## src/rtl/i2s_pkg.sv

```systemverilog
// Shared types and elaboration-time helpers for the I2S stereo transceiver.
package i2s_pkg;

   typedef enum logic {
      I2S       = 1'b0,
      LEFT_JUST = 1'b1
   } justify_e;

   function automatic int unsigned frame_sclks(int unsigned slot_bits);
      return 2 * slot_bits;
   endfunction

   function automatic int unsigned data_delay(justify_e j);
      return (j == LEFT_JUST) ? 0 : 1;
   endfunction

   // Sample bit index carried at slot position p, or -1 for a padding position.
   function automatic int sample_bit(int p, int sample_width, justify_e j);
      int d;
      d = p - int'(data_delay(j));
      if (d >= 0 && d < sample_width) return sample_width - 1 - d;
      return -1;
   endfunction

endpackage

```

## src/rtl/i2s_clkgen.sv

```systemverilog
// MCLK/SCLK dividers, frame bit counter and LRCK, plus SCLK-fall and frame-start strobes.
module i2s_clkgen
   import i2s_pkg::*;
#(
   parameter  int unsigned SLOT_BITS    = 32,
   parameter  int unsigned CLK_PER_SCLK = 8,
   parameter  int unsigned MCLK_DIV     = 4,
   localparam int unsigned BCW          = $clog2(frame_sclks(SLOT_BITS))
) (
   input  logic           clk,
   input  logic           rst_n,
   output logic           mclk,
   output logic           sclk,
   output logic           lrck,
   output logic [BCW-1:0] bit_cnt,
   output logic [BCW-1:0] bit_cnt_next,
   output logic           fall,
   output logic           frame_start
);

   localparam int unsigned CW = $clog2(CLK_PER_SCLK);
   localparam int unsigned MW = $clog2(MCLK_DIV);

   logic [CW-1:0]  cnt_q, cnt_d;
   logic [MW-1:0]  mcnt_q, mcnt_d;
   logic [BCW-1:0] bit_cnt_q, bit_cnt_d, bit_nxt;
   logic           mclk_q, mclk_d, sclk_q, sclk_d, lrck_q, lrck_d;
   logic           fall_c, wrap_c, mtog_c;

   always_comb begin
      fall_c    = (cnt_q == CW'(CLK_PER_SCLK - 1));
      wrap_c    = (bit_cnt_q == BCW'(frame_sclks(SLOT_BITS) - 1));
      bit_nxt   = wrap_c ? '0 : bit_cnt_q + BCW'(1);
      cnt_d     = fall_c ? '0 : cnt_q + CW'(1);
      // Registered from the next count so sclk falls on the same edge bit_cnt advances.
      sclk_d    = (cnt_d >= CW'(CLK_PER_SCLK / 2));
      bit_cnt_d = fall_c ? bit_nxt : bit_cnt_q;
      lrck_d    = fall_c ? (bit_nxt >= BCW'(SLOT_BITS)) : lrck_q;
      mtog_c    = (mcnt_q == MW'(MCLK_DIV / 2 - 1));
      mcnt_d    = mtog_c ? '0 : mcnt_q + MW'(1);
      mclk_d    = mtog_c ? ~mclk_q : mclk_q;
   end

   always_ff @(posedge clk or negedge rst_n) begin
      if (!rst_n) begin
         cnt_q     <= '0;
         mcnt_q    <= '0;
         bit_cnt_q <= '0;
         mclk_q    <= 1'b0;
         sclk_q    <= 1'b0;
         lrck_q    <= 1'b0;
      end else begin
         cnt_q     <= cnt_d;
         mcnt_q    <= mcnt_d;
         bit_cnt_q <= bit_cnt_d;
         mclk_q    <= mclk_d;
         sclk_q    <= sclk_d;
         lrck_q    <= lrck_d;
      end
   end

   assign mclk         = mclk_q;
   assign sclk         = sclk_q;
   assign lrck         = lrck_q;
   assign bit_cnt      = bit_cnt_q;
   assign bit_cnt_next = bit_nxt;
   assign fall         = fall_c;
   assign frame_start  = fall_c && wrap_c;

endmodule

```

## src/rtl/i2s_stereo_xcvr.sv

```systemverilog
// Full-duplex I2S / left-justified master: TX holding + frame registers, RX synchroniser
// and per-channel shift registers around the shared clock generator.
module i2s_stereo_xcvr
   import i2s_pkg::*;
#(
   parameter int unsigned SAMPLE_WIDTH = 24,
   parameter int unsigned SLOT_BITS    = 32,
   parameter int unsigned CLK_PER_SCLK = 8,
   parameter int unsigned MCLK_DIV     = 4,
   parameter int unsigned JUSTIFY      = 0
) (
   input  logic                    clk_in,
   input  logic                    rst_n_in,
   input  logic [SAMPLE_WIDTH-1:0] tx_left_in,
   input  logic [SAMPLE_WIDTH-1:0] tx_right_in,
   input  logic                    tx_valid_in,
   output logic                    tx_ready_out,
   output logic                    tx_underrun_out,
   output logic [SAMPLE_WIDTH-1:0] rx_left_out,
   output logic [SAMPLE_WIDTH-1:0] rx_right_out,
   output logic                    rx_valid_out,
   output logic                    mclk_out,
   output logic                    sclk_out,
   output logic                    lrck_out,
   output logic                    sdout_out,
   input  logic                    sdin_in
);

   localparam justify_e    JMODE = (JUSTIFY != 0) ? LEFT_JUST : I2S;
   localparam int unsigned BCW   = $clog2(frame_sclks(SLOT_BITS));

   if (SAMPLE_WIDTH + data_delay(JMODE) > SLOT_BITS) begin : g_chk_width
      $error("SAMPLE_WIDTH plus framing delay bit exceeds SLOT_BITS");
   end
   if (CLK_PER_SCLK < 4 || CLK_PER_SCLK % 2 != 0) begin : g_chk_sclk
      $error("CLK_PER_SCLK must be even and >= 4");
   end
   if (MCLK_DIV < 2 || MCLK_DIV % 2 != 0) begin : g_chk_mclk
      $error("MCLK_DIV must be even and >= 2");
   end

   logic [BCW-1:0] bit_cnt, bit_cnt_next;
   logic           fall, frame_start;

   i2s_clkgen #(
      .SLOT_BITS   (SLOT_BITS),
      .CLK_PER_SCLK(CLK_PER_SCLK),
      .MCLK_DIV    (MCLK_DIV)
   ) u_clkgen (
      .clk         (clk_in),
      .rst_n       (rst_n_in),
      .mclk        (mclk_out),
      .sclk        (sclk_out),
      .lrck        (lrck_out),
      .bit_cnt     (bit_cnt),
      .bit_cnt_next(bit_cnt_next),
      .fall        (fall),
      .frame_start (frame_start)
   );

   logic                    hold_full_q, hold_full_d, transfer;
   logic [SAMPLE_WIDTH-1:0] hold_l_q, hold_l_d, hold_r_q, hold_r_d;
   logic [SAMPLE_WIDTH-1:0] frame_l_q, frame_l_d, frame_r_q, frame_r_d;
   logic [SAMPLE_WIDTH-1:0] tx_word, tx_shift;
   logic                    sdout_q, sdout_d, underrun_q, underrun_d;
   logic                    sync1_q, sync2_q;
   logic [SAMPLE_WIDTH-1:0] rx_sh_l_q, rx_sh_l_d, rx_sh_r_q, rx_sh_r_d;
   logic [SAMPLE_WIDTH-1:0] rx_l_q, rx_l_d, rx_r_q, rx_r_d;
   logic                    rx_done_q, rx_valid_q, rx_valid_d;
   int                      nxt_pos, cur_pos, tx_idx, rx_idx;

   always_comb begin
      transfer    = tx_valid_in && !hold_full_q;
      hold_full_d = hold_full_q;
      hold_l_d    = hold_l_q;
      hold_r_d    = hold_r_q;
      frame_l_d   = frame_l_q;
      frame_r_d   = frame_r_q;
      if (frame_start) begin
         frame_l_d   = hold_full_q ? hold_l_q : '0;
         frame_r_d   = hold_full_q ? hold_r_q : '0;
         hold_full_d = 1'b0;
      end
      // A pair accepted on the frame-start cycle waits in holding for the next frame.
      if (transfer) begin
         hold_full_d = 1'b1;
         hold_l_d    = tx_left_in;
         hold_r_d    = tx_right_in;
      end
      underrun_d = frame_start && !hold_full_q;

      // sdout is registered, so it is driven for the position being entered.
      nxt_pos  = int'(bit_cnt_next) % int'(SLOT_BITS);
      tx_idx   = sample_bit(nxt_pos, int'(SAMPLE_WIDTH), JMODE);
      tx_word  = (bit_cnt_next >= BCW'(SLOT_BITS)) ? frame_r_d : frame_l_d;
      tx_shift = (tx_idx >= 0) ? (tx_word >> tx_idx) : '0;
      sdout_d  = fall ? tx_shift[0] : sdout_q;

      // Capture happens for the position being left, late in its SCLK high phase.
      cur_pos   = int'(bit_cnt) % int'(SLOT_BITS);
      rx_idx    = sample_bit(cur_pos, int'(SAMPLE_WIDTH), JMODE);
      rx_sh_l_d = rx_sh_l_q;
      rx_sh_r_d = rx_sh_r_q;
      if (fall && rx_idx >= 0) begin
         if (bit_cnt >= BCW'(SLOT_BITS)) begin
            rx_sh_r_d = (rx_sh_r_q << 1) | SAMPLE_WIDTH'(sync2_q);
         end else begin
            rx_sh_l_d = (rx_sh_l_q << 1) | SAMPLE_WIDTH'(sync2_q);
         end
      end
      rx_l_d     = rx_done_q ? rx_sh_l_q : rx_l_q;
      rx_r_d     = rx_done_q ? rx_sh_r_q : rx_r_q;
      rx_valid_d = rx_done_q;
   end

   always_ff @(posedge clk_in or negedge rst_n_in) begin
      if (!rst_n_in) begin
         hold_full_q <= 1'b0;
         hold_l_q    <= '0;
         hold_r_q    <= '0;
         frame_l_q   <= '0;
         frame_r_q   <= '0;
         sdout_q     <= 1'b0;
         underrun_q  <= 1'b0;
         sync1_q     <= 1'b0;
         sync2_q     <= 1'b0;
         rx_sh_l_q   <= '0;
         rx_sh_r_q   <= '0;
         rx_l_q      <= '0;
         rx_r_q      <= '0;
         rx_done_q   <= 1'b0;
         rx_valid_q  <= 1'b0;
      end else begin
         hold_full_q <= hold_full_d;
         hold_l_q    <= hold_l_d;
         hold_r_q    <= hold_r_d;
         frame_l_q   <= frame_l_d;
         frame_r_q   <= frame_r_d;
         sdout_q     <= sdout_d;
         underrun_q  <= underrun_d;
         sync1_q     <= sdin_in;
         sync2_q     <= sync1_q;
         rx_sh_l_q   <= rx_sh_l_d;
         rx_sh_r_q   <= rx_sh_r_d;
         rx_l_q      <= rx_l_d;
         rx_r_q      <= rx_r_d;
         rx_done_q   <= frame_start;
         rx_valid_q  <= rx_valid_d;
      end
   end

   assign tx_ready_out    = !hold_full_q;
   assign tx_underrun_out = underrun_q;
   assign sdout_out       = sdout_q;
   assign rx_left_out     = rx_l_q;
   assign rx_right_out    = rx_r_q;
   assign rx_valid_out    = rx_valid_q;

endmodule

```

## config.mk

```make
export PLATFORM = sky130hd
export DESIGN_NAME = i2s_stereo_xcvr
export DESIGN_NICKNAME = d
export VERILOG_FILES = /design/src/rtl/i2s_pkg.sv /design/src/rtl/i2s_clkgen.sv /design/src/rtl/i2s_stereo_xcvr.sv
export SDC_FILE = /design/constraint.sdc
export NUM_CORES = 1
export LEC_CHECK = 0
export ABC_CLOCK_PERIOD_IN_PS = 3200
export BUFFER_PORTS_ARGS = -buffer_cell sky130_fd_sc_hd__buf_4
export CORE_MARGIN = 2
export CORE_UTILIZATION = 35
export CTS_CLUSTER_DIAMETER = 200
export DETAILED_ROUTE_END_ITERATION = 10
export GPL_ROUTABILITY_DRIVEN = 0
export SYNTH_ARGS = -nofsm -noshare
export SYNTH_HDL_FRONTEND = slang
export SYNTH_SLANG_ARGS = --single-unit
```

## constraint.sdc

```tcl
create_clock -name clk_in -period 3.2 [get_ports clk_in]
set_input_delay 0.32 -clock clk_in [delete_from_list [all_inputs] [get_ports clk_in]]
set_output_delay 0.32 -clock clk_in [all_outputs]
set_load 0.05 [all_outputs]
```

==> impl_results.md <==
* Status: complete, no violations
* Critical path's slowest cell: mux4_2
* Clk sinks at 212
* Sw Share at 21.78%
* Drt total wl at roughly 18 mm
* Critical Path Max Stage Delay at 0.46 ns
* Tmin final at roughly 3.0 ns
* Multiplexer area fraction after synthesis at a little over a fifth
* I/O pin count at 107
* CP Class: reg2reg
* Share of cells above drive strength 1 at roughly 42%
* Final hold violation count at 0
* Port-buffer cells at around 110
* Sequential element share of the synthesized area at between 60 and 70%
* Clock Path Buffers at 3
* Num rows at 57
* Die X at around 160 µm
* Worst path cell trace: ha_1 -> ha_1 -> and4_1 -> nand2_2 -> buf_4 -> buf_6 -> o21ai_0 -> mux4_2 -> nand2b_1 -> o211a_1 -> a2111oi_2 -> o2bb2ai_1
* Adder-Cell Fraction of Synth Area at less than 1%
* Ys flop type: dfrtp_1
* Pre-antenna DRT Iters at 4
* Xor/xnor cell area share of the yosys netlist at 0.3996%
* Detail-routed via count per cell at a little under 5
* Skew-Pair Late Insertion Delay at roughly 0.50 ns
* Die Ht at around 160 µm
* Core area at about 24000 µm²
* Required time worst endpoint at between 3 and 4 ns
* Library cells used by synthesis at 53
* Hold Crit Class: in2reg
* Via count at ~5500
* Global route total overflow at 0
* Routed len/inst at about 16 µm
* Yosys top cell area share at between 60% and 70%
* Final worst path period share at about 93%
* Total stage count of the critical path at 12
* Clk network pwr share at a little over two fifths
* Mapped Cells at roughly 670
* FF+latch count, synth at around 210
* EDFF count, synth at 0
* Setup TNS at 0 ns
* Worst VDD drop at approximately 0.32 mV
* Final Max Slew Viols at 0
* Flop pwr share at 49.1%
* Power Internal at 0.004877 W
* Die area at between 20000 and 30000 µm²
* Leakage power total at 5.373 nW
* Antenna Violating Nets Remaining at 0
* Overall power at just over 0.006 W
* Cts bufs inserted at 24
* Critical path buffers and inverters at 2
* CTS H-tree lvls at 1
* CP max FO at 24
* Net Sw Power at approximately 0.0014 W
* Number of global-route vias before repair at ~5700
* CP arrival at roughly 3.4 ns
* Comb pwr share at under 10%
* Initial core utilization at between 30% and 40%
* Most frequent CP cell: ha_1
* Syn-to-layout area delta at 23.98%
* Residual DRC at 0
* Delay-heaviest family, CP: compound AO/OA/AOI/OAI gates
* Reg2reg path depth at 12
* Synth area leaders: dfrtp_1 (61%), mux2_2 (19%), o21ai_0 (4.4%)
* Crit path capture type: flop
* Power Density at around 570 nW/µm²
* Maxcap violations at 0
* Largest net degree at the start of global routing at 84
* Worst slew margin at 23.17%
* Synth Area in Simple Gates at approximately 6.5%
* Initial DRC count at 295
* Worst-Margin Slew at ~1.2 ns
* Worst hold slack at between 0.04 and 0.05 ns
* Clock Skews at about 0.009 ns
* YS warnings at 0
* Unrepaired setup endpoints after global routing: no
* Hold depth at 2
* CTS tree: built
* CP startpoint kind: flop
* DP Wirelength at approximately 12 mm
* Reg clk slew, reported paths at approximately 0.060 ns
* Area fraction in compound gates after synthesis at 7.635%
* Diodes inserted at 0
* Layout net count at around 850
* Global-route wire length before repair at about 30 mm
* Syn Nets at around 730
* Fillers at approximately 2300
* Synth async-reset ratio at 100.0%
* Setup violations, final at 0
* Syn Std Cell Area at approximately 8800 µm²
* F_max at between 0.3 and 0.4 GHz
* Cell taking the most area after synthesis: dfrtp_1
* GRT Util Overall at a little over an eighth
* Largest family of logic cells by synthesized area: multiplexers
* Root Driver: clkbuf_16
* Antenna violations before repair at 0
* Mean Syn Cell Area at approximately 13 µm²
* Fin util at 44.43%
## per-stage QoR
step                      instances  worst slack [ns]  area [µm²]
final                          1130            0.2148       10870
after global routing           1130           0.01193       10870
after CTS                      1128           0.06001       10840
after detailed placement       1088           0.09081       10040
after global placement         1088            0.1207       10040
after floorplan                 674            0.2385        8767
## power by group through the flow
stage | clock [W] | combinational [W] | sequential [W]
detailed placement | 0 | 0.000478 | 0.00311
global placement | 0 | 0.000471 | 0.00311
global route | 0.00291 | 0.000529 | 0.00310
CTS | 0.00279 | 0.000481 | 0.00307
finish | 0.00270 | 0.000470 | 0.00306
floorplan | 0 | 0.000312 | 0.00305
## layer usage
metal / GRT usage [%] / up-vias / wire (µm)
met1: 19.63 / 2713 / 8355
li1: - / 2645 / -
met5: 0 / - / 0
met4: 3.660 / 0 / 405
met2: 20.93 / 141 / 8009
met3: 2.988 / 30 / 952
## cells in the mapped netlist (all sizes together) (2+ instances only)
| cell type | instances |
|---|---|
| nand2 | 71 |
| inv | 8 |
| o211ai | 4 |
| mux2 | 153 |
| nor2 | 13 |
| o311ai | 2 |
| and2 | 3 |
| a21oi | 9 |
| nand4 | 9 |
| a31oi | 2 |
| mux4 | 6 |
| xnor2 | 4 |
| nand3 | 13 |
| o21ai | 79 |
| clkbuf | 29 |
| buf | 17 |
| dfrtp | 212 |
| nor2b | 4 |
| nand2b | 4 |
| mux2i | 2 |
| ha | 6 |
| o211a | 4 |
## layout by cell type (no fill, tap or decap), types with 4 or more instances in the layout
master | netlist | final
clkbuf_16 | 0 | 25
nand2b_1 | 4 | 4
inv_1 | 7 | 7
nor2_1 | 13 | 13
clkbuf_8 | 0 | 6
o21ai_0 | 77 | 77
nand4_1 | 9 | 9
dfrtp_1 | 212 | 211
buf_4 | 0 | 132
o211ai_1 | 4 | 4
mux4_2 | 5 | 5
nand2_1 | 70 | 69
a21oi_1 | 9 | 9
xnor2_1 | 4 | 4
mux2_2 | 151 | 151
o211a_1 | 4 | 4
nand3_1 | 13 | 13
ha_1 | 6 | 6
## what timing repair did
item                       in CTS  in global routing
setup buffers                   0                  2
hold endpoints to repair       80                  0
gates resized for setup         0                  3
hold buffers                    2                  0
setup endpoints to repair       0                  1
## worst register-to-register path: stages (launching register included)
cell and delay, ns:
dfrtp_1 0.38, ha_1 0.20, ha_1 0.21, and4_1 0.23, nand2_2 0.18, buf_4 0.22
buf_6 0.21, o21ai_0 0.13, mux4_2 0.46, nand2b_1 0.15, o211a_1 0.14, a2111oi_2 0.27
o2bb2ai_1 0.10
## cell type report
type | instances | area [µm²] | share of cell area, %
Sequential cell | 212 | 5306 | 48.82
Multi-Input combinational cell | 408 | 3239 | 29.80
Timing Repair Buffer | 140 | 1107 | 10.19
Clock buffer | 33 | 705.7 | 6.492
Tap cell | 324 | 405.4 | 3.730
Clock inverter | 5 | 75.07 | 0.6907
Inverter | 8 | 30.03 | 0.2763
## path summary, 6_finish.rpt
kind / from / to / slack, ns
worst min register to register: sync1_q / sync2_q / 0.34
worst max-delay path: u_clkgen.cnt_q[0] / sdout_out / 0.21
min in group asynchronous: rst_n_in / rx_right_out[15] / 0.43
worst max register to register: u_clkgen.cnt_q[0] / sdout_out / 0.21
worst min-delay path: tx_left_in[22] / hold_l_q[22] / 0.04
max in group asynchronous: rst_n_in / hold_l_q[4] / 1.89
## logic make-up (layout without fill, tap and decap cells)
| logic type | Yosys count | after routing |
|---|---|---|
| buffers and inverters | 54 | 186 |
| multiplexers | 161 | 161 |
| XOR/XNOR | 4 | 4 |
| AO/OA/AOI/OAI | 113 | 113 |
| AND/OR/NAND/NOR | 124 | 124 |
| adder cells (fa/ha/maj) | 6 | 6 |
| flip-flops | 212 | 212 |
## flip-flops by register name (all words and copies together), names as in the netlist, 2 cells and up
| name | count |
|---|---|
| rx_sh_r_q | 24 |
| rx_sh_l_q | 24 |
| hold_l_q | 24 |
| frame_r_q | 24 |
| u_clkgen.bit_cnt | 6 |
| rx_left_out | 24 |
| frame_l_q | 24 |
| rx_right_out | 24 |
| hold_r_q | 24 |
| u_clkgen.mcnt_q | 2 |
| u_clkgen.cnt_q | 3 |
Note: power is estimated with default switching activity, not from simulation.
